$ cat src/rtl/rect_fill_engine_if.sv
// Command and pixel-write port bundle between a command source and rect_fill_engine.
// master drives commands and consumes status/pixels; slave is the engine side.
interface rect_fill_engine_if;
    logic        START;
    logic [7:0]  X0;
    logic [7:0]  Y0;
    logic [7:0]  X1;
    logic [7:0]  Y1;
    logic [11:0] COLOUR;
    logic        OUTLINE;
    logic        BUSY;
    logic        DONE;
    logic [7:0]  OUT_X;
    logic [7:0]  OUT_Y;
    logic        OUT_WR;
    logic [11:0] OUT_RGB;

    modport master (
        output START, X0, Y0, X1, Y1, COLOUR, OUTLINE,
        input  BUSY, DONE, OUT_X, OUT_Y, OUT_WR, OUT_RGB
    );

    modport slave (
        input  START, X0, Y0, X1, Y1, COLOUR, OUTLINE,
        output BUSY, DONE, OUT_X, OUT_Y, OUT_WR, OUT_RGB
    );
endinterface

$ cat src/rtl/rect_fill_engine.sv
// Rectangle fill engine: normalises/clips a corner pair and emits one raster-order pixel write per clock.
// Optional border-only drawing is enabled by defining RECT_OUTLINE_EN.
module rect_fill_engine #(
    parameter int SCR_W = 160,
    parameter int SCR_H = 120
) (
    input  logic               CLOCK_25,
    input  logic               RESET_N,
    rect_fill_engine_if.slave  bus
);

    localparam logic [7:0] X_LIM  = 8'(SCR_W);
    localparam logic [7:0] Y_LIM  = 8'(SCR_H);
    localparam logic [7:0] X_LAST = 8'(SCR_W - 1);
    localparam logic [7:0] Y_LAST = 8'(SCR_H - 1);

`ifdef RECT_OUTLINE_EN
    localparam logic OUTLINE_FEATURE = 1'b1;
`else
    localparam logic OUTLINE_FEATURE = 1'b0;
`endif

    typedef enum logic [1:0] {
        ST_IDLE  = 2'd0,
        ST_SETUP = 2'd1,
        ST_SCAN  = 2'd2,
        ST_DONE  = 2'd3
    } state_t;

    state_t      state_q, state_d;
    logic [7:0]  cmd_x0_q, cmd_x0_d;
    logic [7:0]  cmd_y0_q, cmd_y0_d;
    logic [7:0]  cmd_x1_q, cmd_x1_d;
    logic [7:0]  cmd_y1_q, cmd_y1_d;
    logic [11:0] colour_q, colour_d;
    logic        outline_q, outline_d;
    logic [7:0]  xmin_q, xmin_d;
    logic [7:0]  xmax_q, xmax_d;
    logic [7:0]  ymin_q, ymin_d;
    logic [7:0]  ymax_q, ymax_d;
    logic [7:0]  out_x_q, out_x_d;
    logic [7:0]  out_y_q, out_y_d;
    logic [11:0] out_rgb_q, out_rgb_d;
    logic        out_wr_q, out_wr_d;
    logic        busy_q, busy_d;
    logic        done_q, done_d;

    logic [7:0]  norm_xmin_s, norm_xmax_s, norm_ymin_s, norm_ymax_s;
    logic [7:0]  clip_xmax_s, clip_ymax_s;
    logic        empty_s;
    logic        mask_en_s;
    logic        last_col_s, last_pix_s;
    logic [7:0]  next_x_s, next_y_s;

    function automatic logic on_border(input logic [7:0] x, input logic [7:0] y,
                                       input logic [7:0] x_lo, input logic [7:0] x_hi,
                                       input logic [7:0] y_lo, input logic [7:0] y_hi);
        return (x == x_lo) || (x == x_hi) || (y == y_lo) || (y == y_hi);
    endfunction

    assign norm_xmin_s = (cmd_x0_q <= cmd_x1_q) ? cmd_x0_q : cmd_x1_q;
    assign norm_xmax_s = (cmd_x0_q <= cmd_x1_q) ? cmd_x1_q : cmd_x0_q;
    assign norm_ymin_s = (cmd_y0_q <= cmd_y1_q) ? cmd_y0_q : cmd_y1_q;
    assign norm_ymax_s = (cmd_y0_q <= cmd_y1_q) ? cmd_y1_q : cmd_y0_q;
    assign clip_xmax_s = (norm_xmax_s > X_LAST) ? X_LAST : norm_xmax_s;
    assign clip_ymax_s = (norm_ymax_s > Y_LAST) ? Y_LAST : norm_ymax_s;
    assign empty_s     = (norm_xmin_s >= X_LIM) || (norm_ymin_s >= Y_LIM);

    // Outline masking only takes effect when the feature is built in.
    assign mask_en_s   = outline_q & OUTLINE_FEATURE;

    assign last_col_s  = (out_x_q == xmax_q);
    assign last_pix_s  = last_col_s && (out_y_q == ymax_q);
    assign next_x_s    = last_col_s ? xmin_q : (out_x_q + 8'd1);
    assign next_y_s    = last_col_s ? (out_y_q + 8'd1) : out_y_q;

    // Next-state and output-register computation for the command FSM.
    always_comb begin
        state_d   = state_q;
        cmd_x0_d  = cmd_x0_q;
        cmd_y0_d  = cmd_y0_q;
        cmd_x1_d  = cmd_x1_q;
        cmd_y1_d  = cmd_y1_q;
        colour_d  = colour_q;
        outline_d = outline_q;
        xmin_d    = xmin_q;
        xmax_d    = xmax_q;
        ymin_d    = ymin_q;
        ymax_d    = ymax_q;
        out_x_d   = out_x_q;
        out_y_d   = out_y_q;
        out_rgb_d = out_rgb_q;
        out_wr_d  = 1'b0;
        busy_d    = busy_q;
        done_d    = 1'b0;

        case (state_q)
            ST_IDLE: begin
                if (bus.START) begin
                    state_d   = ST_SETUP;
                    busy_d    = 1'b1;
                    cmd_x0_d  = bus.X0;
                    cmd_y0_d  = bus.Y0;
                    cmd_x1_d  = bus.X1;
                    cmd_y1_d  = bus.Y1;
                    colour_d  = bus.COLOUR;
                    outline_d = bus.OUTLINE;
                end else begin
                    state_d   = ST_IDLE;
                    busy_d    = 1'b0;
                end
            end

            ST_SETUP: begin
                xmin_d = norm_xmin_s;
                xmax_d = clip_xmax_s;
                ymin_d = norm_ymin_s;
                ymax_d = clip_ymax_s;
                if (empty_s) begin
                    state_d = ST_DONE;
                    busy_d  = 1'b0;
                    done_d  = 1'b1;
                end else begin
                    // Preload the first pixel so the write appears on the first SCAN cycle.
                    state_d   = ST_SCAN;
                    out_x_d   = norm_xmin_s;
                    out_y_d   = norm_ymin_s;
                    out_rgb_d = colour_q;
                    out_wr_d  = !mask_en_s ||
                                on_border(norm_xmin_s, norm_ymin_s, norm_xmin_s,
                                          clip_xmax_s, norm_ymin_s, clip_ymax_s);
                end
            end

            ST_SCAN: begin
                if (last_pix_s) begin
                    state_d = ST_DONE;
                    busy_d  = 1'b0;
                    done_d  = 1'b1;
                end else begin
                    out_x_d  = next_x_s;
                    out_y_d  = next_y_s;
                    out_wr_d = !mask_en_s ||
                               on_border(next_x_s, next_y_s, xmin_q, xmax_q, ymin_q, ymax_q);
                end
            end

            ST_DONE: begin
                state_d = ST_IDLE;
                busy_d  = 1'b0;
            end

            default: begin
                state_d = ST_IDLE;
                busy_d  = 1'b0;
            end
        endcase
    end

    // State and output registers with asynchronous active-low reset.
    always_ff @(posedge CLOCK_25 or negedge RESET_N) begin
        if (!RESET_N) begin
            state_q   <= ST_IDLE;
            cmd_x0_q  <= 8'd0;
            cmd_y0_q  <= 8'd0;
            cmd_x1_q  <= 8'd0;
            cmd_y1_q  <= 8'd0;
            colour_q  <= 12'd0;
            outline_q <= 1'b0;
            xmin_q    <= 8'd0;
            xmax_q    <= 8'd0;
            ymin_q    <= 8'd0;
            ymax_q    <= 8'd0;
            out_x_q   <= 8'd0;
            out_y_q   <= 8'd0;
            out_rgb_q <= 12'd0;
            out_wr_q  <= 1'b0;
            busy_q    <= 1'b0;
            done_q    <= 1'b0;
        end else begin
            state_q   <= state_d;
            cmd_x0_q  <= cmd_x0_d;
            cmd_y0_q  <= cmd_y0_d;
            cmd_x1_q  <= cmd_x1_d;
            cmd_y1_q  <= cmd_y1_d;
            colour_q  <= colour_d;
            outline_q <= outline_d;
            xmin_q    <= xmin_d;
            xmax_q    <= xmax_d;
            ymin_q    <= ymin_d;
            ymax_q    <= ymax_d;
            out_x_q   <= out_x_d;
            out_y_q   <= out_y_d;
            out_rgb_q <= out_rgb_d;
            out_wr_q  <= out_wr_d;
            busy_q    <= busy_d;
            done_q    <= done_d;
        end
    end

    assign bus.BUSY    = busy_q;
    assign bus.DONE    = done_q;
    assign bus.OUT_X   = out_x_q;
    assign bus.OUT_Y   = out_y_q;
    assign bus.OUT_WR  = out_wr_q;
    assign bus.OUT_RGB = out_rgb_q;

endmodule

$ cat src/flat_wrapper.sv
// flat-port wrapper written by rule: the top's interface ports become plain ports
module rect_fill_engine_flat 
#(
    parameter int SCR_W = 160,
    parameter int SCR_H = 120
)
  (CLOCK_25, RESET_N, bus_START, bus_X0, bus_Y0, bus_X1, bus_Y1, bus_COLOUR, bus_OUTLINE, bus_BUSY, bus_DONE, bus_OUT_X, bus_OUT_Y, bus_OUT_WR, bus_OUT_RGB);
  rect_fill_engine_if bus_i ();
  input  logic CLOCK_25;
  input  logic RESET_N;
  input wire logic [$bits(bus_i.START)-1:0] bus_START;
  input wire logic [$bits(bus_i.X0)-1:0] bus_X0;
  input wire logic [$bits(bus_i.Y0)-1:0] bus_Y0;
  input wire logic [$bits(bus_i.X1)-1:0] bus_X1;
  input wire logic [$bits(bus_i.Y1)-1:0] bus_Y1;
  input wire logic [$bits(bus_i.COLOUR)-1:0] bus_COLOUR;
  input wire logic [$bits(bus_i.OUTLINE)-1:0] bus_OUTLINE;
  output wire logic [$bits(bus_i.BUSY)-1:0] bus_BUSY;
  output wire logic [$bits(bus_i.DONE)-1:0] bus_DONE;
  output wire logic [$bits(bus_i.OUT_X)-1:0] bus_OUT_X;
  output wire logic [$bits(bus_i.OUT_Y)-1:0] bus_OUT_Y;
  output wire logic [$bits(bus_i.OUT_WR)-1:0] bus_OUT_WR;
  output wire logic [$bits(bus_i.OUT_RGB)-1:0] bus_OUT_RGB;
  assign bus_i.START = bus_START;
  assign bus_i.X0 = bus_X0;
  assign bus_i.Y0 = bus_Y0;
  assign bus_i.X1 = bus_X1;
  assign bus_i.Y1 = bus_Y1;
  assign bus_i.COLOUR = bus_COLOUR;
  assign bus_i.OUTLINE = bus_OUTLINE;
  assign bus_BUSY = bus_i.BUSY;
  assign bus_DONE = bus_i.DONE;
  assign bus_OUT_X = bus_i.OUT_X;
  assign bus_OUT_Y = bus_i.OUT_Y;
  assign bus_OUT_WR = bus_i.OUT_WR;
  assign bus_OUT_RGB = bus_i.OUT_RGB;
  rect_fill_engine #(.SCR_W(SCR_W), .SCR_H(SCR_H)) u_core (.CLOCK_25(CLOCK_25), .RESET_N(RESET_N), .bus(bus_i));
endmodule
$ cat config.mk
export PLATFORM = sky130hd
export DESIGN_NAME = rect_fill_engine_flat
export DESIGN_NICKNAME = d
export VERILOG_FILES = /design/src/rtl/rect_fill_engine_if.sv /design/src/rtl/rect_fill_engine.sv /design/src/flat_wrapper.sv
export SDC_FILE = /design/constraint.sdc
export NUM_CORES = 1
export LEC_CHECK = 0
export ABC_AREA = 1
export CAP_MARGIN = 40
export CORE_ASPECT_RATIO = 0.6
export CORE_MARGIN = 2
export CORE_UTILIZATION = 59
export DETAILED_ROUTE_END_ITERATION = 10
export PLACE_DENSITY_LB_ADDON = 0.3
export SETUP_SLACK_MARGIN = 0.05
export SLEW_MARGIN = 20
export SYNTH_ARGS = -nofsm -noshare
export SYNTH_HDL_FRONTEND = slang
export SYNTH_SLANG_ARGS = --single-unit
export TNS_END_PERCENT = 100
$ cat constraint.sdc
create_clock -name CLOCK_25 -period 3.7 [get_ports CLOCK_25]
set_input_delay 0.37 -clock CLOCK_25 [delete_from_list [all_inputs] [get_ports CLOCK_25]]
set_output_delay 0.37 -clock CLOCK_25 [all_outputs]
set_load 0.005 [all_outputs]
# After elaboration in Yosys (flattened, before gate mapping)
# Index checks and enable logic that the tools add are counted.
[word_totals] reg_bits=101 latch_bits=0 mem_bits_rw=0 mem_bits_ro=0 inputBits=48 output_inout_bits=31 n_memories=0
[classes] addsub=2 n_mul=0 div=0 magnitude_cmp=6 n_eq_ne=10 shift=0 muxes=28 bitwise_logic=1 reduce_logical=9
[ops] cell="$mux 8" count=12
[ops] cell="$pmux 8 s2" count=2
[ops] cell="$add 8x1->8 const B" count=2
[ops] cell="$eq 8x8->1" count=2
[ops] cell="$le 8x8->1" count=2
[ops] cell="$mux 1" count=9
[ops] cell="$ge 8x7->1 const B" count=1
[ops] cell="$ge 8x8->1 const B" count=1
[ops] cell="$gt 8x7->1 const B" count=1
[ops] cell="$gt 8x8->1 const B" count=1
[ops] cell="$pmux 2 s4" count=1
[ops] cell="$ne 2x1->1 const B" count=3
[ops] cell="$reduce_and 2->1" count=3
[ops] cell="$eq 2x2->1 const B" count=2
[ops] cell="$ne 2x2->1 const B" count=2
[ops] cell="$pmux 1 s2" count=2
[ops] cell="$pmux 1 s4" count=1
[ops] cell="$reduce_and 4->1" count=1
[ops] cell="$reduce_and 3->1" count=1
[ops] cell="$eq 2x1->1 const B" count=1
[ops] cell="$logic_not 2->1" count=1
[ops] cell="$mux 2" count=1
[ops] cell="$reduce_bool 2->1" count=1
[ops] cell="$logic_and 1x1->1" count=1
[ops] cell="other kinds (2)" count=2

# Logic depth before layout (Yosys ltp)
# Gate-level depths: netlist of run 1.
[depth] depth_word=6 ltp_mapped=21

# Least setup slack after synthesis of run 1
# No wires, ideal clock.
[synth_timing] path_type="reg2reg" from="register u_core.cmd_y0_q[7]" to="register u_core.out_x_q[5] (netlist: u_core.bus.OUT_X[5])" arrival_ps=1948 slack_ps=1634 stages_incl_launch_ff=17 synth_period_minus_slack_ps=2066 cell_sequence="dfrtp_1 ha_1 nand2_1 nor2_4 nand2_1 nand2_4 nand2_4 nand2_1 nand2_1 nor2_1 nand2_1 nand3_2 nand2_2 buf_6 buf_6 nand4_1 nand2_1"
[synth_between] elab_chain_cells=6
[synth_rtl] element="start: declaration" line="rect_fill_engine.sv:32" source="logic [7:0] cmd_y0_q, cmd_y0_d;"
[synth_rtl] element="start signal: assignment" line="rect_fill_engine.sv:183" source="cmd_y0_q <= cmd_y0_d;"
[synth_rtl] element="$le 8x8->1" line="rect_fill_engine.sv:63" source="assign norm_ymin_s = (cmd_y0_q <= cmd_y1_q) ? cmd_y0_q : cmd_y1_q;"
[synth_rtl] element="$mux 8 *" line="rect_fill_engine.sv:63"
[synth_rtl] element="$ge 8x7->1 *" line="rect_fill_engine.sv:67" source="assign empty_s = (norm_xmin_s >= X_LIM) || (norm_ymin_s >= Y_LIM);"
[synth_rtl] element="$logic_or 1x1->1 *" line="rect_fill_engine.sv:67"
[synth_rtl] element="$ne 2x2->1 (no line) *"
[synth_rtl] element="$reduce_and 3->1 (no line) *"
[synth_rtl] element="end signal: assignment" line="rect_fill_engine.sv:192" source="out_x_q <= out_x_d;"
[synth_rtl] element="end: declaration" line="rect_fill_engine.sv:41" source="logic [7:0] out_x_q, out_x_d;"
# Every way passes the cells marked *; elsewhere a longest branch is shown, timed or not.
# A chain may end at the register's enable or synchronous reset.

# Worst setup path after layout of run 1
[layout_timing] from="register u_core.cmd_x1_q[1]" to="register u_core.out_x_q[2] (netlist: u_core.bus.OUT_X[2])"
[layout_between] elab_chain_cells=6
[layout_rtl] element="start: declaration" line="rect_fill_engine.sv:33" source="logic [7:0] cmd_x1_q, cmd_x1_d;"
[layout_rtl] element="start signal: assignment" line="rect_fill_engine.sv:184" source="cmd_x1_q <= cmd_x1_d;"
[layout_rtl] element="$le 8x8->1" line="rect_fill_engine.sv:61" source="assign norm_xmin_s = (cmd_x0_q <= cmd_x1_q) ? cmd_x0_q : cmd_x1_q;"
[layout_rtl] element="$mux 8 *" line="rect_fill_engine.sv:61"
[layout_rtl] element="$ge 8x8->1" line="rect_fill_engine.sv:67"
[layout_rtl] element="$logic_or 1x1->1" line="rect_fill_engine.sv:67"
[layout_rtl] element="$ne 2x2->1 (no line)"
[layout_rtl] element="$reduce_and 3->1 (no line)"
# Every way passes the cells marked *; elsewhere a longest branch is shown, timed or not. The select of a mux whose other input is x is not followed.

==> results of run 1 <==
## worst max-delay path: cells and delay by family (launching register included)
family	cells	cell delay, ps
and+or+nand+nor	16	2040
DFF	1	340
adders and majority gates	1	320
buffers and inverters	1	60
## report_power, final
part           total (mW)  internal, mW  switching, mW
clock network       0.917         0.481          0.436
logic                3.82          1.40           2.42
registers            2.02          1.63          0.393
total                6.76          3.51           3.25
## cells in the mapped netlist (all sizes together)
library cell	number	area [sq um]
a21o	1	7.51
a21oi	14	77.6
a22oi	6	45.0
a31oi	2	12.5
a41oi	1	8.76
buf	11	78.8
clkbuf	17	63.8
dfrtp	101	2530
ha	22	275
inv	80	300
mux2i	1	10.0
nand2	213	837
nand3	17	108
nand3b	1	7.51
nand4	25	184
nor2	27	119
nor3	2	10.0
o211ai	7	52.6
o21a	2	15.0
o21ai	108	548
o22ai	7	43.8
or2	3	18.8
xnor2	4	35.0
xor2	7	61.3
## kinds of logic (layout without fill, tap and decap cells)
group | after synthesis | in the layout | share of synthesized area [%]
flops | 101 | 101 | 46.4
compound gates | 148 | 148 | 14.9
mux | 1 | 1 | 0.184
simple gates | 288 | 288 | 23.6
xor+xnor | 11 | 11 | 1.77
buf+inv | 108 | 179 | 8.13
fa+ha+maj | 22 | 22 | 5.05
## final cells by class
type / count / area (sq um)
Clock buffer: 10 / 239
Clock inverter: 5 / 42.5
Fill cell: 677 / 2520
Inverter: 80 / 300
Multi-Input combinational cell: 470 / 2480
Sequential cell: 101 / 2530
Tap cell: 116 / 145
Timing Repair Buffer: 84 / 836
## timing repair
| item | 4_1_cts | 5_1_grt |
|---|---|---|
| hold buffers | 1 | 0 |
| hold endpoints to repair | 31 | 0 |
| resized for setup | 0 | 0 |
## worst max path at each step
stage                             from                     end  cells after the start
floorplan           u_core.cmd_y0_q[7]     u_core.bus.OUT_X[5]                     16
global placement    u_core.cmd_x1_q[7]         u_core.bus.BUSY                     13
detailed placement  u_core.cmd_x1_q[7]  u_core.bus.OUT_RGB[11]                     13
CTS                 u_core.cmd_x1_q[5]   u_core.bus.OUT_RGB[8]                     12
global route        u_core.cmd_x1_q[7]     u_core.bus.OUT_X[3]                     15
finish              u_core.cmd_x1_q[1]     u_core.bus.OUT_X[2]                     18
## layer usage
| metal | part of all wire, % | global-route usage (%) |
|---|---|---|
| met5 | 0 | 0 |
| met4 | 0.74 | 6.59 |
| met3 | 9.6 | 8.25 |
| met2 | 44 | 42.4 |
| met1 | 46 | 40.3 |
## per-stage QoR
stage | worst slack (ps) | utilization (%)
global placement | 924 | 68.8
floorplan | 1630 | -
detailed placement | 851 | 69.0
finish | 809 | 72.3
global route | 465 | 72.3
CTS | 826 | 72.3
==> summary.md, run 1 <==
| Metric | Value |
|---|---|
| First-pass GRT wire length | `22000 microns` |
| VDD IR max | `430 uV` |
| Largest net degree at the start of global routing | `between 40 and 50` |
| Final setup fails | `0` |
| Slew @ Worst Pin | `between 600 and 700 ps` |
| Count of cell types in the netlist | `38` |
| Share of post-route cells with drive strength above 1 | `6.93%` |
| Post-CTS Setup Bufs | `0` |
| R2R Path End | `u_core.bus.OUT_X[2]` |
| Total grt overflow | `0` |
| Avg Vias per Cell | `approximately 5.6` |
| Setup TNS | `0 ps` |
| Ant diodes | `0` |
| Data required, critical path | `3940 ps` |
| Initial DRC Count | `around 600` |
| Status | `completed` |
| DRC viols | `0` |
| Lkg Pwr | `3.14 nW` |
| Final Instance Area | `6570 sq um` |
| Worst r2r src | `u_core.cmd_x1_q[1]` |
| IO Pins | `79` |
| Antenna viol nets, final | `0` |
| Die area | `10000 sq um` |
| Cell area after synthesis | `5450 sq um` |
| Most frequent cells in the layout | `nand2_1 (202), dfrtp_1 (101), o21ai_0 (93)` |
| Gpl congestion | `around 0.91` |
| Fin Hold WS | `485 ps` |
| Die Height | `78.4 microns` |
| Seq/Total Area, Yosys | `46.4%` |
| Startpoint Class | `register` |
| Tmin final | `2890 ps` |
| HPWL Detailed | `between 9000 and 10000 microns` |
| CTS max path bufs | `2` |
| Routed len/inst | `roughly 15 microns` |
| Syn Area/Cell | `8.02 sq um` |
| Vias in the first global route | `between 4000 and 5000` |
| Post-synthesis register bit count | `101` |
| Cells after Synth | `679` |
| Syn_nets | `749` |
| Final Power | `6.76 mW` |
| Maximum clock frequency | `346 MHz` |
| Final critical-path share of the clock period | `between 70 and 80%` |
| Worst path arrival time | `3140 ps` |
| CTS sink count | `101` |
| Vias | `4844` |
| Fin. Hold Viols | `0` |
| Fin cells | `slightly below 900` |
| WL final | `13000 microns` |
| Kind of end point of the critical path | `register` |
| Clk_skew | `7.76 ps` |
| Flop2flop setup slack | `810 ps` |
| # Max-Cap Violations | `0` |
| CTS tree | `built` |
| CTS Buf Count | `9` |
| Crit Path Category | `register to register` |
| Crit-path cells | `inv_1 -> ha_1 -> nand2_1 -> nand2_1 -> nand2_1 -> nand2_1 -> nand2_1 -> nand2_2 -> nand2_2 -> nand2_2 -> nand2_2 -> nand2_1 -> nand2_2 -> nand3_2 -> nand2_2 -> nand3_1 -> nand2_1 -> nand2_1` |
| Slowest CP cell | `nand2_2` |
| Router iterations before antenna repair | `5` |
| Placed cells | `850` |
| Initial core utilization | `59.9%` |
| Die X | `around 130 microns` |
| Cell mode on critical path | `nand2_1` |
| Crit-path max FO | `29` |
| Worst stage delay on the critical path | `between 300 and 400 ps` |
| Post-placement cell area | `between 6000 and 7000 sq um` |
| Most common cell after layout, fill and taps aside | `nand2_1` |
| PwrDens | `1030 nW/um^2` |
| Worst R2R Path Depth | `18` |
| Nets | `816` |
| Core Box Area | `9090 sq um` |
| Worst skew pair latency | `roughly 360 ps` |
| Ys Warns | `0` |
| Max-slew violations | `0` |
| # rows | `27` |
| H-Tree Level Count | `3` |
| Unrepaired setup endpoints after global routing | `no` |
| Tot GR Track Use | `28.1%` |
| Initial antenna violation count | `0` |
| Reg clk slew, reported paths | `around 70 ps` |
| IO Port Bufs | `77` |
| Max-slew headroom | `approximately 55%` |
| Root Buffer | `clkbuf_16` |
| Area grow syn2layout | `20.6%` |
| Hold crit path type | `primary input to async pin` |
No activity file was read; power rests on OpenSTA's default activity.
==> run 2, diff against run 1 <==
--- a/config.mk
+++ b/config.mk
@@ -9,7 +9,7 @@
 export CAP_MARGIN = 40
 export CORE_ASPECT_RATIO = 0.6
 export CORE_MARGIN = 2
-export CORE_UTILIZATION = 59
+export CORE_UTILIZATION = 55
 export DETAILED_ROUTE_END_ITERATION = 10
 export PLACE_DENSITY_LB_ADDON = 0.3
 export SETUP_SLACK_MARGIN = 0.05
==> constraint.sdc (replaced) <==
create_clock -name CLOCK_25 -period 2.7 [get_ports CLOCK_25]
set_input_delay 0.27 -clock CLOCK_25 [delete_from_list [all_inputs] [get_ports CLOCK_25]]
set_output_delay 0.27 -clock CLOCK_25 [all_outputs]
set_load 0.005 [all_outputs]
==> summary.md, run 2 (same netlist as run 1, synthesis figures left out) <==
| Metric | Value |
|---|---|
| Maximum clock frequency | `401 MHz (+16%)` |
| Crit Path Category | `register to register` |
| Vias in the first global route | `4424 (-3.0%)` |
| M1 WL | `6250 microns (+5.1%)` |
| Tmin final | `2490 ps (-398 ps)` |
| Root Buffer | `clkbuf_16` |
| Total grt overflow | `0 (unchanged)` |
| Router iterations before antenna repair | `5 (unchanged)` |
| Avg Vias per Cell | `5.36 (-4.2%)` |
| First-pass GRT wire length | `21000 microns (-4.6%)` |
| Tot GR Track Use | `24.6% (-3.5 points)` |
| Worst skew pair latency | `350 ps (about the same)` |
| Die area | `10700 sq um (+7.0%)` |
| Clk_skew | `8.23 ps (+0.468 ps)` |
| Status | `finished with violations` |
| CTS Buf Count | `9 (unchanged)` |
| Fillers | `791 (+17%)` |
| Initial DRC Count | `343 (-44%)` |
| Initial antenna violation count | `0 (unchanged)` |
| Reg clk slew, reported paths | `70 ps (about the same)` |
| Die Height | `81.1 microns (+3.4%)` |
| VDD IR max | `567 uV (+32%)` |
| Switching power | `4.50 mW (+39%)` |
| Met3 WL | `987 microns (-21%)` |
| Clock share of power | `12.9% (-0.7 points)` |
| CTS tree | `built` |
| Die X | `132 microns (+3.5%)` |
| H-Tree Level Count | `3 (unchanged)` |
| Setup TNS | `0 ps (unchanged)` |
| Share of post-route cells with drive strength above 1 | `8.53% (+1.6 points)` |
| Core Box Area | `9740 sq um (+7.2%)` |
| Multi-input logic area | `2510 sq um (+1.2%)` |
| # rows | `28 (+3.7%)` |
| Met2 routed WL | `5420 microns (-5.3%)` |
| Most frequent cells in the layout | `nand2_1 (202), dfrtp_1 (101), o21ai_0 (93)` |
| Antenna viol nets, final | `0 (unchanged)` |
| DRC viols | `0 (unchanged)` |
| Final critical-path share of the clock period | `92.3% (+14 points)` |
| Routed len/inst | `14.3 microns (-5.0%)` |
| Gate power share | `58.0% (+1.5 points)` |
| Final setup fails | `0 (unchanged)` |
| # Max-Cap Violations | `0 (unchanged)` |
| Vias | `4805 (-0.81%)` |
| Hold crit path type | `primary input to async pin` |
| Slew @ Worst Pin | `721 ps (+46.6 ps)` |
| Fin. Hold Viols | `45 (+45)` |
| Data required, critical path | `2910 ps (-1030 ps)` |
| Largest net degree at the start of global routing | `58 (+38%)` |
| Crit-path max FO | `21 (-28%)` |
| Fin Hold WS | `-17.8 ps (-503 ps)` |
| CTS max path bufs | `2 (unchanged)` |
| Top Metal Used | `met4` |
| # hold bufs at CTS | `0 (-1)` |
| Max-slew headroom | `51.9% (-3.0 points)` |
| HPWL Detailed | `9450 microns (-1.4%)` |
| Register share of total power | `29.0% (-0.9 points)` |
| Pre-CTS worst setup slack | `49.9 ps (-801 ps)` |
| Cell-internal power | `4.99 mW (+42%)` |
| Most common cell after layout, fill and taps aside | `nand2_1` |
| IO Port Bufs | `77 (unchanged)` |
| Max-slew violations | `0 (unchanged)` |
| Ant diodes | `0 (unchanged)` |
| Post-route setup slack | `207 ps (-602 ps)` |
| Kind of end point of the critical path | `register` |
| CTS sink count | `101 (unchanged)` |
| PwrDens | `1410 nW/um^2 (+37%)` |
| Sw frac | `47.4% (-0.60 points)` |
| Sequential cell area | `2530 sq um (unchanged)` |
| WL final | `12800 microns (-1.6%)` |
| Unrepaired setup endpoints after global routing | `no` |
| Initial core utilization | `55.9% (-4.0 points)` |
| Lkg Pwr | `3.21 nW (+2.2%)` |
| Failing checks | `negative hold slack` |
| IO Pins | `79 (unchanged)` |
| Startpoint Class | `register` |
| Gpl congestion | `0.920 (+0.65%)` |
| Final Power | `9.49 mW (+40%)` |
| Worst path arrival time | `2710 ps (-430 ps)` |
| Area grow syn2layout | `23.2%` |
| Nets | `827 (+1.3%)` |
[run 2: cell type report]
cell class,instances,share of cell area [%]
Tap cell,135,2.52
Inverter,80,4.48
Sequential cell,101,37.7
Clock buffer,10,3.41
Timing Repair Buffer,94,13.9
Clock inverter,6,0.671
Multi-Input combinational cell,471,37.3
[run 2: power by group through the flow]
stage / Sequential (mW) / Clock (mW) / Combinational, mW
finish: 2.76 / 1.22 / 5.51
global route: 2.84 / 1.29 / 6.19
CTS: 2.75 / 1.24 / 5.33
detailed placement: 2.77 / 0 / 5.28
global placement: 2.73 / 0 / 5.05
floorplan: 2.64 / 0 / 3.80
[run 2: timing repair]
item | 4_1_cts | 5_1_grt
resized for setup | 1 | 2
cloned | 0 | 1
buffers inserted | 0 | 5
setup endpoints to repair | 8 | 22
pin swaps | 0 | 1
[run 2: stage by stage]
stage / std cells / util (%) / instance area, sq um
after CTS: 891 / 68.3 / 6650
after global placement: 875 / 65.4 / 6370
after global routing: 897 / 68.9 / 6710
after floorplan: 679 / - / 5450
final: 897 / 68.9 / 6710
after detailed placement: 875 / 65.4 / 6370
[run 2: per-layer routing]
| layer | GRT usage, % | vias to the layer above |
|---|---|---|
| met1 | 35.0 | 2246 |
| met4 | 6.56 | 0 |
| li1 | - | 2368 |
| met5 | 0 | - |
| met2 | 37.4 | 173 |
| met3 | 6.80 | 18 |
[run 2: worst max-delay path, stage by stage, from the launching register on]
cell,delay [ps]
dfrtp_1,410
ha_1,320
nand2_2,80
nor2_4,120
nand2_1,70
nand2_2,90
nand2_2,130
buf_4,230
o21ai_0,350
a21oi_1,130
nor2_1,280
a22oi_1,120
[run 2: path summary, 6_finish.rpt]
path                                    start                   to  slack, ps  cells past startpoint
setup reg to reg           u_core.cmd_x0_q[7]     u_core.xmax_q[0]        210                     11
setup / recovery           u_core.cmd_x0_q[7]     u_core.xmax_q[0]        210                     11
hold reg to reg              u_core.xmin_q[6]     u_core.xmin_q[6]        490                      2
max in group asynchronous             RESET_N  u_core.bus.OUT_X[5]       2010                      2
min in group CLOCK_25               bus_X0[7]   u_core.cmd_x0_q[7]        450                      3
hold / removal                        RESET_N   u_core.colour_q[8]        -20                      1
==> run 3, diff against run 2 <==
--- a/config.mk
+++ b/config.mk
@@ -13,6 +13,7 @@
 export DETAILED_ROUTE_END_ITERATION = 10
 export PLACE_DENSITY_LB_ADDON = 0.3
 export SETUP_SLACK_MARGIN = 0.05
+export SKIP_LAST_GASP = 1
 export SLEW_MARGIN = 20
 export SYNTH_ARGS = -nofsm -noshare
 export SYNTH_HDL_FRONTEND = slang
==> constraint.sdc (replaced) <==
create_clock -name CLOCK_25 -period 2.5 [get_ports CLOCK_25]
set_input_delay 0.25 -clock CLOCK_25 [delete_from_list [all_inputs] [get_ports CLOCK_25]]
set_output_delay 0.25 -clock CLOCK_25 [all_outputs]
set_load 0.005 [all_outputs]
==> summary.md, run 3 (same netlist as run 1, synthesis figures left out) <==
| Metric | Value |
|---|---|
| Crit-path max FO | `8 (-62%)` |
| PwrDens | `1570 nW/um^2 (+11%)` |
| CP startpoint | `u_core.cmd_y0_q[7]` |
| DRC viols | `0 (unchanged)` |
| Gpl congestion | `0.921 (about the same)` |
| Slew @ Worst Pin | `508 ps (-213 ps)` |
| Router iterations before antenna repair | `6 (+1)` |
| Share of post-route cells with drive strength above 1 | `10.4% (+1.9 points)` |
| Initial DRC Count | `574 (+67%)` |
| Pre-CTS worst setup slack | `-29.4 ps (-79.3 ps)` |
| Total grt overflow | `0 (unchanged)` |
| Final setup fails | `0 (unchanged)` |
| Worst R2R Path Depth | `15 (+4)` |
| Routed len/inst | `14.8 microns (+4.0%)` |
| Worst skew pair latency | `350 ps (about the same)` |
| Nets | `834 (+0.85%)` |
| Final Instance Area | `6830 sq um (+1.8%)` |
| IO Port Bufs | `77 (unchanged)` |
| Crit-path cells | `ha_1 -> a21o_1 -> nor2_2 -> nand2_4 -> nand2_8 -> nand2_1 -> nand2_2 -> nor2_1 -> nand2_1 -> nand3_2 -> nand2_4 -> buf_4 -> nand2_1 -> nand2_1 -> o21ai_0` |
| Antenna viol nets, final | `0 (unchanged)` |
| CTS sink count | `101 (unchanged)` |
| Hold crit path type | `primary input to async pin` |
| Core Box Area | `9740 sq um (unchanged)` |
| # rows | `28 (unchanged)` |
| Startpoint Class | `register` |
| First-pass GRT wire length | `21700 microns (+3.5%)` |
| Sw frac | `47.7% (+0.30 points)` |
| Register share of total power | `27.9% (-1.1 points)` |
| VDD IR max | `673 uV (+19%)` |
| Flop2flop setup slack | `130 ps (-70 ps)` |
| CTS Buf Count | `9 (unchanged)` |
| Avg Vias per Cell | `5.40 (+0.88%)` |
| Gate power share | `59.1% (+1.1 points)` |
| WP buf/inv | `1 (unchanged)` |
| Lkg Pwr | `3.26 nW (+1.4%)` |
| Die Height | `81.1 microns (unchanged)` |
| Largest net degree at the start of global routing | `68 (+17%)` |
| Top Usage Layer GRT | `met2` |
| Max-slew headroom | `65.8% (+14 points)` |
| GR Util met1 | `36.1% (+1.1 points)` |
| Reg clk slew, reported paths | `70 ps (about the same)` |
| Tot GR Track Use | `25.6% (+1.0 points)` |
| Maximum clock frequency | `422 MHz (+5.3%)` |
| Clock share of power | `13.0% (about the same)` |
| H-Tree Level Count | `3 (unchanged)` |
| IO Pins | `79 (unchanged)` |
| Root Buffer | `clkbuf_16` |
| Switching power | `5.13 mW (+14%)` |
| Post-placement cell area | `6390 sq um (+0.27%)` |
| Unrepaired setup endpoints after global routing | `yes` |
| Crit Path Category | `register to register` |
| Worst path top cell family by delay | `simple AND/OR/NAND/NOR gates` |
| CTS tree | `built` |
| Most frequent cells in the layout | `nand2_1 (197), dfrtp_1 (100), o21ai_0 (90)` |
| Vias in the first global route | `4483 (+1.3%)` |
| Data required, critical path | `2730 ps (-180 ps)` |
| Worst stage delay on the critical path | `430 ps (+20 ps)` |
| Cell mode on critical path | `nand2_1` |
| Status | `completed` |
| Max-slew violations | `0 (unchanged)` |
| Fin. Hold Viols | `0 (-100%)` |
| Most common cell after layout, fill and taps aside | `nand2_1` |
| Post-route setup slack | `132 ps (-75.0 ps)` |
| GR Layer Usage met3 | `6.68% (-0.12 points)` |
| Fillers | `749 (-5.3%)` |
| Die X | `132 microns (unchanged)` |
| Kind of end point of the critical path | `register` |
| Slowest CP cell | `dfrtp_2` |
| Area grow syn2layout | `25.4%` |
| Ant diodes | `0 (unchanged)` |
| CTS max path bufs | `2 (unchanged)` |
| # Max-Cap Violations | `0 (unchanged)` |
| Vias | `4885 (+1.7%)` |
| R2R Path End | `u_core.state_q[0]` |
| Tmin final | `2370 ps (-125 ps)` |
| Initial core utilization | `55.9% (unchanged)` |
| GRT met2 Usage | `40.4% (+3.0 points)` |
| Clk_skew | `9.66 ps (+1.42 ps)` |
| Final critical-path share of the clock period | `94.7% (+2.4 points)` |
| Die area | `10700 sq um (unchanged)` |
| Worst r2r src | `u_core.cmd_y0_q[7]` |
| Initial antenna violation count | `0 (unchanged)` |
| Cell-internal power | `5.61 mW (+12%)` |
| WL final | `13400 microns (+4.8%)` |
| Worst path arrival time | `2600 ps (-110 ps)` |
| Critical path depth | `15 (+4)` |
| HPWL Detailed | `9470 microns (+0.17%)` |
| Setup crit end | `u_core.state_q[0]` |
## run 3: changes by cell type in the layout (fill, tap and decap cells not counted), moves of 3 or more
cell     previous run  this run
nand2_1           202       197
nand2_2             8        13
o21ai_0            93        90
o21ai_1            13        16
## run 3: metrics by stage
step	hold slack, ps	setup TNS [ps]	cells	total power [mW]	utilization [%]
2_1_floorplan	-45.6	0	679	6.96	-
3_3_place_gp	225	0	879	8.45	65.6
3_5_place_dp	229	-99.9	879	8.73	65.6
4_1_cts	394	0	896	10.2	68.8
5_1_grt	447	-48.8	904	11.6	70.1
6_report	389	0	904	10.7	70.1
## run 3: metal layers
layer	vias up	routed length, microns
li1	2392	-
met1	2284	6330
met2	189	5900
met3	20	1050
met4	0	132
met5	-	0
## run 3: worst reg2reg max path, delay by kind of cell (launching register included)
family	cells	cell delay, ps
adder cells (fa/ha/maj)	1	320
flip-flops	1	430
AO/OA/AOI/OAI	2	280
AND/OR/NAND/NOR	11	1110
buffers and inverters	1	140
## run 3: timing repair
item | CTS | global route
pin swaps | 0 | 3
resized for setup | 1 | 18
endpoints found under the setup margin | 8 | 35
endpoints found under the hold margin | 34 | 0
buffers inserted | 0 | 4
hold buffers | 1 | 0
gates cloned | 0 | 4
## run 3: final cells by class
| class | instances | area, sq um | share of cell area (%) |
|---|---|---|---|
| inverters | 80 | 300 | 4.40 |
| flip-flops and latches | 101 | 2530 | 37.0 |
| clock buffers | 11 | 253 | 3.70 |
| repair buffers | 98 | 961 | 14.1 |
| well taps | 135 | 169 | 2.47 |
| multi-input cells | 474 | 2570 | 37.6 |
| clock inverters | 5 | 48.8 | 0.714 |
## run 3: power groups by stage
| stage | clock network (mW) | registers [mW] | logic [mW] |
|---|---|---|---|
| global route | 1.48 | 3.08 | 7.09 |
| floorplan | 0 | 2.85 | 4.11 |
| finish | 1.40 | 2.99 | 6.34 |
| CTS | 1.41 | 2.97 | 5.82 |
| global placement | 0 | 2.95 | 5.50 |
| detailed placement | 0 | 2.99 | 5.74 |
## run 3: worst min path at each step
stage / slack (ps) / end
after global placement: 230 / u_core.bus.OUT_RGB[10]
after global routing: 450 / u_core.bus.OUT_RGB[10]
final: 390 / u_core.bus.OUT_RGB[10]
after detailed placement: 230 / u_core.bus.OUT_RGB[10]
after floorplan: -50 / u_core.bus.BUSY
after CTS: 390 / u_core.bus.OUT_RGB[10]
